## config.mk

```make
export PLATFORM = sky130hd
export DESIGN_NAME = fetch_stage_flat
export DESIGN_NICKNAME = d
export VERILOG_FILES = /design/src/rtl/fetch_stage_if.sv /design/src/rtl/fetch_stage.sv /design/src/flat_wrapper.sv
export SDC_FILE = /design/constraint.sdc
export NUM_CORES = 1
export LEC_CHECK = 0
export ABC_AREA = 1
export BUFFER_PORTS_ARGS = -buffer_cell sky130_fd_sc_hd__buf_2
export CAP_MARGIN = 20
export CORE_UTILIZATION = 50
export DETAILED_ROUTE_END_ITERATION = 16
export HOLD_SLACK_MARGIN = 0.15
export PLACE_DENSITY = 0.85
export SYNTH_ARGS = -nofsm -noshare
export SYNTH_HDL_FRONTEND = slang
export SYNTH_SLANG_ARGS = --single-unit
```

## constraint.sdc

```tcl
create_clock -name clk -period 1.7 [get_ports clk]
set_input_delay 0.085 -clock clk [delete_from_list [all_inputs] [get_ports clk]]
set_output_delay 0.085 -clock clk [all_outputs]
set_load 0.01 [all_outputs]
```

## src/rtl/fetch_stage_if.sv

```systemverilog
// Instruction-memory request/response bundle between the fetch stage and imem.
interface fetch_stage_if;
    logic        imem_req;
    logic [31:0] imem_addr;
    logic [31:0] imem_rdata;
    logic        imem_ready;

    modport master (
        output imem_req,
        output imem_addr,
        input  imem_rdata,
        input  imem_ready
    );

    modport slave (
        input  imem_req,
        input  imem_addr,
        output imem_rdata,
        output imem_ready
    );
endinterface

```

## src/rtl/fetch_stage.sv

```systemverilog
// RV32I instruction-fetch stage: PC, next-PC select, imem handshake and IF/ID register.
module fetch_stage #(
    parameter logic [31:0] RESET_PC  = 32'h0000_0000,
    parameter logic [31:0] NOP_INSTR = 32'h0000_0013
) (
    input  logic               clk,
    input  logic               rst,
    input  logic               stall_F,
    input  logic               stall_D,
    input  logic               flush_D,
    input  logic               pcsrc_E,
    input  logic [31:0]        pc_target_E,
    fetch_stage_if.master      imem,
    output logic [31:0]        IR_D,
    output logic [31:0]        pc_D,
    output logic [31:0]        pc_plus4_D,
    output logic               valid_D,
    output logic               fetch_wait
);

    logic [31:0] pc_f_q, pc_f_d;
    logic        req_q;
    logic [31:0] ir_q, ir_d;
    logic [31:0] pc_d_q, pc_d_d;
    logic [31:0] pc4_q, pc4_d;
    logic        valid_q, valid_d;
    logic        fetch_ok;
    logic        unused_tgt;

    // Redirect targets are word-aligned; the low bits are intentionally ignored.
    assign unused_tgt = ^pc_target_E[1:0];

    assign fetch_ok = req_q & imem.imem_ready;

    always_comb begin
        pc_f_d = pc_f_q;
        if (pcsrc_E) begin
            pc_f_d = {pc_target_E[31:2], 2'b00};
        end else if (!stall_F && fetch_ok) begin
            pc_f_d = pc_f_q + 32'd4;
        end
    end

    always_comb begin
        ir_d    = ir_q;
        pc_d_d  = pc_d_q;
        pc4_d   = pc4_q;
        valid_d = valid_q;
        if (flush_D) begin
            ir_d    = NOP_INSTR;
            valid_d = 1'b0;
        end else if (stall_D) begin
            // hold everything
        end else if (!fetch_ok) begin
            ir_d    = NOP_INSTR;
            valid_d = 1'b0;
        end else begin
            ir_d    = imem.imem_rdata;
            pc_d_d  = pc_f_q;
            pc4_d   = pc_f_q + 32'd4;
            valid_d = 1'b1;
        end
    end

    always_ff @(posedge clk or negedge rst) begin
        if (!rst) begin
            pc_f_q  <= RESET_PC;
            req_q   <= 1'b0;
            ir_q    <= NOP_INSTR;
            pc_d_q  <= 32'd0;
            pc4_q   <= 32'd4;
            valid_q <= 1'b0;
        end else begin
            pc_f_q  <= pc_f_d;
            req_q   <= 1'b1;
            ir_q    <= ir_d;
            pc_d_q  <= pc_d_d;
            pc4_q   <= pc4_d;
            valid_q <= valid_d;
        end
    end

    assign imem.imem_req  = req_q;
    assign imem.imem_addr = pc_f_q;
    assign IR_D           = ir_q;
    assign pc_D           = pc_d_q;
    assign pc_plus4_D     = pc4_q;
    assign valid_D        = valid_q;
    assign fetch_wait     = req_q & ~imem.imem_ready;

endmodule

```

## src/flat_wrapper.sv

```systemverilog
// flat-port wrapper written by rule: the top's interface ports become plain ports
module fetch_stage_flat 
#(
    parameter logic [31:0] RESET_PC  = 32'h0000_0000,
    parameter logic [31:0] NOP_INSTR = 32'h0000_0013
)
  (clk, rst, stall_F, stall_D, flush_D, pcsrc_E, pc_target_E, IR_D, pc_D, pc_plus4_D, valid_D, fetch_wait, imem_imem_req, imem_imem_addr, imem_imem_rdata, imem_imem_ready);
  fetch_stage_if imem_i ();
  input  logic clk;
  input  logic rst;
  input  logic stall_F;
  input  logic stall_D;
  input  logic flush_D;
  input  logic pcsrc_E;
  input  logic [31:0] pc_target_E;
  output logic [31:0] IR_D;
  output logic [31:0] pc_D;
  output logic [31:0] pc_plus4_D;
  output logic valid_D;
  output logic fetch_wait;
  output wire logic [$bits(imem_i.imem_req)-1:0] imem_imem_req;
  output wire logic [$bits(imem_i.imem_addr)-1:0] imem_imem_addr;
  input wire logic [$bits(imem_i.imem_rdata)-1:0] imem_imem_rdata;
  input wire logic [$bits(imem_i.imem_ready)-1:0] imem_imem_ready;
  assign imem_imem_req = imem_i.imem_req;
  assign imem_imem_addr = imem_i.imem_addr;
  assign imem_i.imem_rdata = imem_imem_rdata;
  assign imem_i.imem_ready = imem_imem_ready;
  fetch_stage #(.RESET_PC(RESET_PC), .NOP_INSTR(NOP_INSTR)) u_core (.clk(clk), .rst(rst), .stall_F(stall_F), .stall_D(stall_D), .flush_D(flush_D), .pcsrc_E(pcsrc_E), .pc_target_E(pc_target_E), .imem(imem_i), .IR_D(IR_D), .pc_D(pc_D), .pc_plus4_D(pc_plus4_D), .valid_D(valid_D), .fetch_wait(fetch_wait));
endmodule
```

Word-level counts from Yosys, hierarchy flattened
Cells that the tools add are included.
- add/subtract/negate cells: 1
- equality and inequality tests: 1
- multiplexer cells: 8
- bitwise logic cells: 5
- reduce and logical (&&, ||, !) cells: 4
- operators by type and width (cell ; count):
    $mux W32 ; 5
    $add A32 B3 Y32 const B ; 1
    $mux W1 ; 3
    $not A1 Y1 ; 3
    $reduce_and A3 Y1 ; 1
    $and A1 B1 Y1 ; 2
    $ne A2 B1 Y1 const B ; 1
    $reduce_bool A2 Y1 ; 1
    $logic_and A1 B1 Y1 ; 1
    $logic_not A1 Y1 ; 1
- flip-flop bits (word level): 130
- bits of input ports: 71
- output and inout port bits: 131
- word-level logic and storage cells: 25

Depth between registers and ports, before layout
Gate-level depths: netlist of the first run.
- depth after elaboration: 4
- depth in mapped cells: 10
- depth with buffers taken out: 10

Least setup slack after synthesis of the first run
No wires, ideal clock.
- kind: register to register
- start point: register u_core.pc_f_q[3] (netlist: u_core.imem.imem_addr[3])
- end point: register u_core.pc4_q[28] (netlist: u_core.pc_plus4_D[28])
- library setup time: 0.117 ns
- data arrival time: 1.406 ns
- required time: 1.583 ns
- slack: 0.177 ns
- cell stages (with the launch flop): 11
- path buffers: 0
- period minus slack after synthesis: 1.523 ns
- path through: dfrtp_1 > ha_1 > nand2_1 > nor2_1 > nand2_2 > nor2_2 > nand2_1 > nand2_1 > nand2_1 > nand2_1 > nand2_1
- word-level cells in the longest chain between the ends: 1
- RTL lines (element ; line ; source):
    from (decl) ; fetch_stage.sv:21 ; logic [31:0] pc_f_q, pc_f_d;
    from (signal assigned) ; fetch_stage.sv:74 ; pc_f_q <= pc_f_d;
    $add A32 B3 Y32 ; fetch_stage.sv:60 ; pc4_d = pc_f_q + 32'd4;
    to (signal assigned) ; fetch_stage.sv:78 ; pc4_q <= pc4_d;
    to (decl) ; fetch_stage.sv:25 ; logic [31:0] pc4_q, pc4_d;
Every way passes these cells.
A chain may end at the register's enable or synchronous reset.

Final worst setup path of the first run
- start point: register u_core.req_q (netlist: u_core.imem.imem_req)
- end point: register u_core.ir_q[4] (netlist: u_core.IR_D[4])
- word-level cells in the longest chain between the ends: 4
- RTL lines (element ; line ; source):
    from (decl) ; fetch_stage.sv:22 ; logic req_q;
    from (signal assigned) ; fetch_stage.sv:68 ; req_q <= 1'b0;
    from (signal assigned) ; fetch_stage.sv:75 ; req_q <= 1'b1;
    $and A1 B1 Y1 ; fetch_stage.sv:33 ; assign fetch_ok = req_q & imem.imem_ready;
    $mux W32 ; fetch_stage.sv:54 ; end else if (!fetch_ok) begin
    $mux W32 ; fetch_stage.sv:52 ; end else if (stall_D) begin
    $mux W32 ; fetch_stage.sv:49 ; if (flush_D) begin
    to (signal assigned) ; fetch_stage.sv:76 ; ir_q <= ir_d;
    to (decl) ; fetch_stage.sv:23 ; logic [31:0] ir_q, ir_d;
Every way passes these cells. The select of a mux whose other input is x is not followed.

==> results of run 1 <==
## routing by layer
metal  vias to the layer above  GRT usage (%)  routed length (um)
li1                       2695              -                   -
met1                      2718           36.6                7040
met2                       349           52.6                8700
met3                        66           6.87                1480
met4                         0           17.7                 747
met5                         -              0                   0
## synth_stat cells (7+ instances only)
| cell | instances | area [sq um] |
|---|---|---|
| sky130_fd_sc_hd__a32o_1 | 29 | 290 |
| sky130_fd_sc_hd__buf_2 | 15 | 75.1 |
| sky130_fd_sc_hd__buf_4 | 7 | 52.6 |
| sky130_fd_sc_hd__clkbuf_1 | 15 | 56.3 |
| sky130_fd_sc_hd__dfrtp_1 | 120 | 3000 |
| sky130_fd_sc_hd__inv_1 | 67 | 251 |
| sky130_fd_sc_hd__nand2_1 | 249 | 935 |
| sky130_fd_sc_hd__nand3_1 | 29 | 145 |
| sky130_fd_sc_hd__nor2_1 | 36 | 135 |
| sky130_fd_sc_hd__o21ai_0 | 24 | 120 |
| sky130_fd_sc_hd__o21ai_1 | 38 | 190 |
| sky130_fd_sc_hd__xor2_1 | 15 | 131 |
## layout by cell type, fill, tap and decap left out, types with 3 or more instances in the layout
master,instances
sky130_fd_sc_hd__buf_2,192
sky130_fd_sc_hd__buf_4,18
sky130_fd_sc_hd__clkbuf_16,17
sky130_fd_sc_hd__clkinvlp_4,7
sky130_fd_sc_hd__o21bai_1,4
sky130_fd_sc_hd__o21ai_0,24
sky130_fd_sc_hd__nand2_1,246
sky130_fd_sc_hd__nor2_2,7
sky130_fd_sc_hd__o21ai_1,38
sky130_fd_sc_hd__buf_12,4
sky130_fd_sc_hd__nor2_1,29
sky130_fd_sc_hd__conb_1,7
sky130_fd_sc_hd__o22ai_1,3
sky130_fd_sc_hd__a32o_1,29
sky130_fd_sc_hd__o211ai_1,3
sky130_fd_sc_hd__nand2_2,3
sky130_fd_sc_hd__dlygate4sd3_1,68
sky130_fd_sc_hd__xor2_1,15
sky130_fd_sc_hd__dfrtp_1,119
sky130_fd_sc_hd__inv_1,66
sky130_fd_sc_hd__bufinv_16,3
sky130_fd_sc_hd__dfstp_2,4
sky130_fd_sc_hd__nor2_4,5
sky130_fd_sc_hd__nand3_1,29
## final timing paths
kind	from	to	slack, ns	cells after the start
min in group asynchronous	rst	u_core.pc_plus4_D[18]	0.22	3
min	flush_D	u_core.valid_D	0.19	5
max	u_core.imem.imem_req	u_core.IR_D[4]	0.06	6
min reg2reg	u_core.pc_D[3]	u_core.pc_D[3]	0.47	2
max reg2reg	u_core.imem.imem_req	u_core.IR_D[4]	0.06	6
max in group asynchronous	rst	u_core.IR_D[1]	1.11	3
## power breakdown
| group | switching [W] | total (W) | internal (W) |
|---|---|---|---|
| Sequential | 0.000278 | 0.00362 | 0.00334 |
| Clock | 0.00139 | 0.00378 | 0.00240 |
| Combinational | 0.000961 | 0.00168 | 0.000715 |
| Total | 0.00262 | 0.00908 | 0.00646 |
## final cells by class
type	count	share of cell area [%]
flip-flops and latches	124	37.7
repair buffers	282	22.5
repair inverters	1	0.0911
clock inverters	12	1.97
inverters	68	3.17
well taps	140	2.13
clock buffers	20	5.54
multi-input cells	450	26.8
## cell families after synthesis
| kind of cell | after synthesis | share of synthesized area [%] |
|---|---|---|
| AOI/OAI and AO/OA | 104 | 12.3 |
| xor gates and xnor gates | 15 | 2.31 |
| adders and majority gates | 1 | 0.220 |
| buffers and inverters | 105 | 7.73 |
| DFF | 124 | 54.7 |
| other | 2 | 0.132 |
| and+or+nand+nor | 323 | 22.6 |
## state kept, by name, summed over array words and instances (netlist names)
| name | cells |
|---|---|
| u_core.IR_D | 32 |
| u_core.imem.imem_addr | 30 |
| u_core.pc_D | 30 |
| u_core.pc_plus4_D | 30 |
| u_core.imem.imem_req | 1 |
| u_core.valid_D | 1 |
## timing repair
item,CTS,global route
hold endpoints to repair,186,0
buffers inserted,0,3
endpoints found under the setup margin,2,42
cloned,0,1
gates resized for setup,1,19
pin swaps,0,4
hold buffers,68,0
## stage by stage
step           worst slack, ns  hold WS [ns]
4_1_cts                 0.0160         0.229
3_3_place_gp            0.0716         0.120
5_1_grt                -0.0233         0.226
6_report                0.0555         0.193
3_5_place_dp           -0.0122         0.123
2_1_floorplan            0.177        -0.211
## critical path: cells and delay by family (launching register included)
family / cells / cell delay, ns
buffers and inverters: 3 / 0.71
and+or+nand+nor: 2 / 0.38
AOI/OAI and AO/OA: 1 / 0.12
DFF: 1 / 0.39
==> results list, run 1 <==
- FILL cells: 760
- The congestion estimate from routability-driven global placement came to just under 0.9.
- Number of buffers added on ports: 193
* Sequential cell area: just over 3000 sq um
- After detailed routing, the number of remaining DRC violations is 0.
- In the synthesized netlist the async set-or-reset flop fraction comes to 100%.
- Max Cap Violations: 0
- Entering global routing, the biggest net connects 67 pins.
* CP max stage cell: sky130_fd_sc_hd__dlygate4sd3_1
- Number of placed I/O pins: between 200 and 250
- Result of the run: finished clean
- Count of final setup violators: 0
- Ratio of routed vias to standard cells: approximately 5.3
* Dominant synthesized flop cell: sky130_fd_sc_hd__dfrtp_1
- For this run, the number of Yosys warnings is 0.
- In this run the static leakage power is 4.38 nW.
- Synthesized instance count: 674
- For this design, the sink count on the clock tree is 124.
* Number of antenna repair diodes: 0
- Pwr Total: ~0.0091 W
- The netlist uses 26 different library cells.
- Between clock sinks in the finished design, the worst skew comes to 0.0114 ns.
- Number of enable flip-flop cells after synthesis: 0
- Final period util: 96.7%
* Data arrival time of the worst path: approximately 2 ns
- Of the cells placed in the final design, the portion with a size suffix greater than 1 is 28.4%.
- Clk_lat worst skew: 0.41 ns
* Post-detailed-route count of antenna-violating nets: 0
- Post-detailed-placement half-perimeter wirelength: 11000 um
- For this run, the share of the core covered by cells in the final layout is between 70% and 80%.
* Placement row count: 38
- CP startpoint kind: register
- Mean instance size in the synthesized netlist: between 8 and 9 sq um
- Counting I/O delays and the setup requirement, the final critical path takes between 1.5 and 2 ns.
- Routed len/inst: 16.4 um
- Register area share after synthesis: 54.7%
- Final number of hold-violating endpoints: 0
- Across the VDD grid, the largest voltage drop is 642 uV.
* Synth Register Bits: 124
- Adding up every negative setup slack in the final design gives 0 ns.
- Final standard cell area without fillers: slightly above 8000 sq um
- The final layout contains 1016 nets.
- Vias in the first global route: 5816
- Width of the die: 109 um
- The cell area that synthesis handed to floorplanning was 5680 sq um.
- After detailed routing, the total wire length is 18000 um.
* Synthesis-to-finish area growth: 44.9%
- Clk slew on worst S/H paths: ~0.06 ns
* Critical path data required time: 2.05 ns
* CTS tree: done
- For this run, the slowest stage of the critical path takes 0.57 ns.
* Root buffer selected by CTS: sky130_fd_sc_hd__clkbuf_16
- For this run, the total global-route usage over all layers was measured as 31.1%.
* First-pass GRT wire length: 27800 um
- Setup crit end kind: register
- In the final layout, the multi-input gates occupy 2210 sq um.
* Starting DRC count in detailed routing: 503
- From bottom edge to top edge, the die measures 109 um.
- Number of cells after detailed placement: 993
* Standard cell area after detailed placement: about 6800 sq um
- Maximum buffer depth of the clock tree: 2
- By startpoint and endpoint, the worst setup path is classified as reg2reg.
* Area inside the core boundary: 10900 sq um
* Path category of the worst min-delay check: in2reg
- In this run, CTS created clock tree buffers numbering 17.
- Full die area: 11800 sq um
* Number of detailed-routing iterations run before antenna repair: 6
- Timing would allow up to between 600 and 700 MHz.
- In this run the worst path has a maximum fanout of 6.
* Final non-filler cell total: 1097
- Initial antenna violation count: 0
- Summing over every cut layer, the via total after detailed routing is 5828.
- Htree depth: 4
- Once the floorplan was initialized, standard cells occupied between 50% and 60% of the core.
* Grt total ovfl: 0
- The critical path goes through nand2_2 -> nor3_4 -> inv_4 -> o22ai_1 -> dlygate4sd3_1 -> inv_1.
* Power density over the cells: 1100 nW/um^2
- Max-slew violations: 0
Power figures use the tool's default switching activity.
==> run 2: changes to the inputs <==
ABC_AREA = default   (was 1)
CORE_UTILIZATION = 51   (was 50)
PLACE_DENSITY = 0.86   (was 0.85)
==> run 2 against run 1 <==
Against the previous run:
- sequential cell count stayed put
- synthesized cell count fell by 8.6%
- critical endpoint is now u_core.imem.imem_addr[26]
- the flow now finishes with violations (setup timing)
- highest routed layer unchanged
- global-route usage up 5.5 points
==> results list, run 2 <==
- Distinct cell type count of the synthesized netlist: 46
* Starting DRC count in detailed routing: 780
- Final sum of negative setup slack: -3.61 ns
- After synthesis, the most frequently instantiated cells are sky130_fd_sc_hd__nand2_1, sky130_fd_sc_hd__dfrtp_1, sky130_fd_sc_hd__o21ai_0, sky130_fd_sc_hd__clkbuf_1, sky130_fd_sc_hd__nor2_1.
* Critical path data required time: 2.04 ns
- Dividing total power by cell area gives a power density of 1020 nW/um^2.
* Count of final setup violators: 31
* Share of layout cells above drive strength 1: 44.6%
- Slew at the pin closest to its max-slew limit: 0.558 ns
* Leading area contributor after synthesis: sky130_fd_sc_hd__dfrtp_1
- Largest stage delay on the critical path: between 0.5 and 0.6 ns
- Number of antenna repair diodes: 0
- Vias in the first global route: 6566
- In the routed design, unresolved DRC markers number 0.
* Setup crit end kind: register
- Highest-utilization routing layer at the global route stage: met2
* Class of the most critical setup path: reg2reg
- The flow ran to the end, but the final reports show violations.
- Data arrives at the worst endpoint at 2.30 ns.
* Critical-path maximum fanout: 3
- After filler insertion, the fill cell instance count of the layout stands at between 500 and 600.
* Largest vdd supply drop: 960 uV
- Placement row count: 39
- Maximum number of pins on one net before global-route repair: just under 60
- Clock-pin slew was measured on the worst setup and hold paths at approximately 0.06 ns.
- Post-layout min period: 1.95 ns
- Setup repair after global routing could not meet its margin everywhere.
* Post-synthesis cell area: 5950 sq um
* Final worst-path setup slack: -0.252 ns
- Leaving out fill and tap cells, the most frequent cells in the layout are sky130_fd_sc_hd__buf_2, sky130_fd_sc_hd__nand2_1, sky130_fd_sc_hd__buf_4, sky130_fd_sc_hd__dfrtp_1, sky130_fd_sc_hd__dlygate4sd3_1.
- Area inside the core boundary: between 10000 and 15000 sq um
- Counting flops with an async set or reset pin after synthesis yields a share of 100%.
- TritonCTS built the clock tree.
* Full die area: 12100 sq um
- Grt total ovfl: 0
- Global routing consumed, over all layers together, 36.6% of the routing resources.
- Global routing usage on met2: 61.4%
- Post-detailed-route count of antenna-violating nets: 0
- Worst reg2reg setup slack: -0.25 ns
* Register area share after synthesis: 52.2%
- The number of clock buffers added by TritonCTS is 17.
- The critical path goes through ha_4 -> nand4_1 -> or4_4 -> or4_1 -> a31oi_1.
* GR Layer Usage met3: 9.17%
- The later pin in the worst-skew pair is clocked with a latency of 0.43 ns.
* Post-Place Setup Slack: -0.194 ns
* Max-slew violations: 0
- Mean instance size in the synthesized netlist: 9.66 sq um
- The first TritonRoute pass finished after 7 iterations.
- Among all flip-flop cells after synthesis, the most frequent one is sky130_fd_sc_hd__dfrtp_1.
- CTS built an H-tree with a depth of 4.
- Dividing the detail-routed wire length by the instance count gives between 20 and 25 um.
- In the final design database the tool counted 1060 nets.
- Among all stages on the critical path, the largest delay is contributed by sky130_fd_sc_hd__or4_4.
* Vias post-DR: 6801
- Total wire length after detailed routing: 23300 um
- Relative to the synthesized area, the layout overhead comes to 63.2%.
* Sequential cell area: 3120 sq um
- Yosys attributes the largest share of cell area to sky130_fd_sc_hd__dfrtp_1, sky130_fd_sc_hd__nand2_1, sky130_fd_sc_hd__a22o_1.
- The floorplan step set the die width to 110 um.
- First-pass GRT wire length: approximately 33000 um
- Final number of hold-violating endpoints: 0
* Failing checks: setup timing
- Flip-flop count of the largest register after layout: 32
* Effective utilization at floorplan: between 50% and 60%
- GR Util met1: between 40% and 50%
- Number of buffers added on ports: 193
* Final period util: 115%
- For this run, the number of Yosys warnings is 0.
- Number of buffer and inverter instances along the worst setup path: 0
- The library cell used most frequently in the layout, excluding fill and tap cells, is sky130_fd_sc_hd__buf_2.
- Maximum buffer depth of the clock tree: 2
* Ratio of routed vias to standard cells: 5.94
* Portion of synthesized cell area occupied by the leading cell type: ~50%
* Post-detailed-placement half-perimeter wirelength: ~14000 um
- Routability-driven placement finished with a final weighted congestion of about 0.93.
- Achievable Freq: 512 MHz
- Among all cell types in the netlist, the one instantiated most often is sky130_fd_sc_hd__nand2_1.
- Synthesized instance count: ~600
- For this design the static power due to leakage is around 4.7 nW.
* Synth Register Bits: 124
- Root buffer selected by CTS: sky130_fd_sc_hd__clkbuf_16
* Number of placed I/O pins: 202
- The worst setup path is launched from a register.
* Number of enable flip-flop cells after synthesis: 0
- Initial antenna violation count: 0
- Measured against its own limit, the worst slew margin works out to 62.6%.
- Vert. Die Dim: 110 um
* Gate family responsible for the most delay along the worst path: simple AND/OR/NAND/NOR gates
- Max Clock Skew: 0.00800 ns
- Path category of the worst min-delay check: in2async
- Multi-input gate area in the final layout: 2870 sq um
- Counting every sink on the clock net gives 124.
- Max Cap Violations: 0
## run 2: cell count changes after synthesis, moves of 20 or more
cell,delta
sky130_fd_sc_hd__a22o_1,+29
sky130_fd_sc_hd__a31oi_1,+28
sky130_fd_sc_hd__a32o_1,-29
sky130_fd_sc_hd__inv_1,-63
sky130_fd_sc_hd__nand2_1,-114
sky130_fd_sc_hd__o21ai_1,-38
sky130_fd_sc_hd__or4_1,+20
## run 2: worst paths after layout
kind	startpoint	endpoint	depth (start not counted)
min reg2reg	u_core.pc_plus4_D[9]	u_core.pc_plus4_D[9]	2
max in group asynchronous	rst	u_core.pc_plus4_D[2]	3
min in group clk	imem_imem_ready	u_core.pc_plus4_D[19]	5
max reg2reg	u_core.imem.imem_addr[3]	u_core.imem.imem_addr[26]	5
min	rst	u_core.IR_D[24]	2
max	u_core.imem.imem_addr[3]	u_core.imem.imem_addr[26]	5
## run 2: where the power goes
group          switching (W)  total [W]  internal, W
Clock                0.00135    0.00410      0.00275
Combinational        0.00115    0.00213     0.000976
Sequential          0.000301    0.00365      0.00335
## run 2: metrics by stage
stage / utilization (%) / area [sq um] / hold WS (ns) / total power [W] / instances
finish: 85.4 / 9710 / 0.163 / 0.00988 / 1144
detailed placement: 68.3 / 7770 / 0.0596 / 0.00543 / 1011
CTS: 82.6 / 9400 / 0.158 / 0.00971 / 1132
global route: 85.4 / 9710 / 0.223 / 0.0102 / 1144
global placement: 68.3 / 7770 / 0.0637 / 0.00538 / 1011
floorplan: - / 6120 / -0.211 / 0.00449 / 621
## run 2: final cells by class
type                    count  area share [%]
well taps                 143            1.84
clock buffers              21            4.95
repair buffers            408            29.4
clock inverters            11            1.93
multi-input cells         432            29.6
inverters                   5           0.193
flip-flops and latches    124            32.1
## run 2: what timing repair did
action | CTS | global route
hold endpoints to repair | 184 | 0
setup endpoints to repair | 30 | 35
pin swaps | 23 | 25
gates resized for setup | 34 | 44
hold buffers | 68 | 0
cloned | 0 | 2
buffers inserted | 21 | 11
## run 2: cell families (layout without fill, tap and decap cells)
family | Yosys count | count (layout) | share of synthesized area, %
AO/OA/AOI/OAI | 123 | 123 | 14.2
AND/OR/NAND/NOR | 275 | 275 | 23.3
multiplexers | 1 | 1 | 0.168
XOR/XNOR | 25 | 25 | 3.68
buffers and inverters | 65 | 445 | 6.06
adder cells (fa/ha/maj) | 1 | 1 | 0.210
other | 2 | 7 | 0.126
flip-flops | 124 | 124 | 52.2
## run 2: layer usage
metal / part of all wire, % / up-vias
li1: - / 2945
met1: 36 / 3292
met2: 50 / 475
met3: 10 / 89
met4: 3.6 / 0
met5: 0 / -
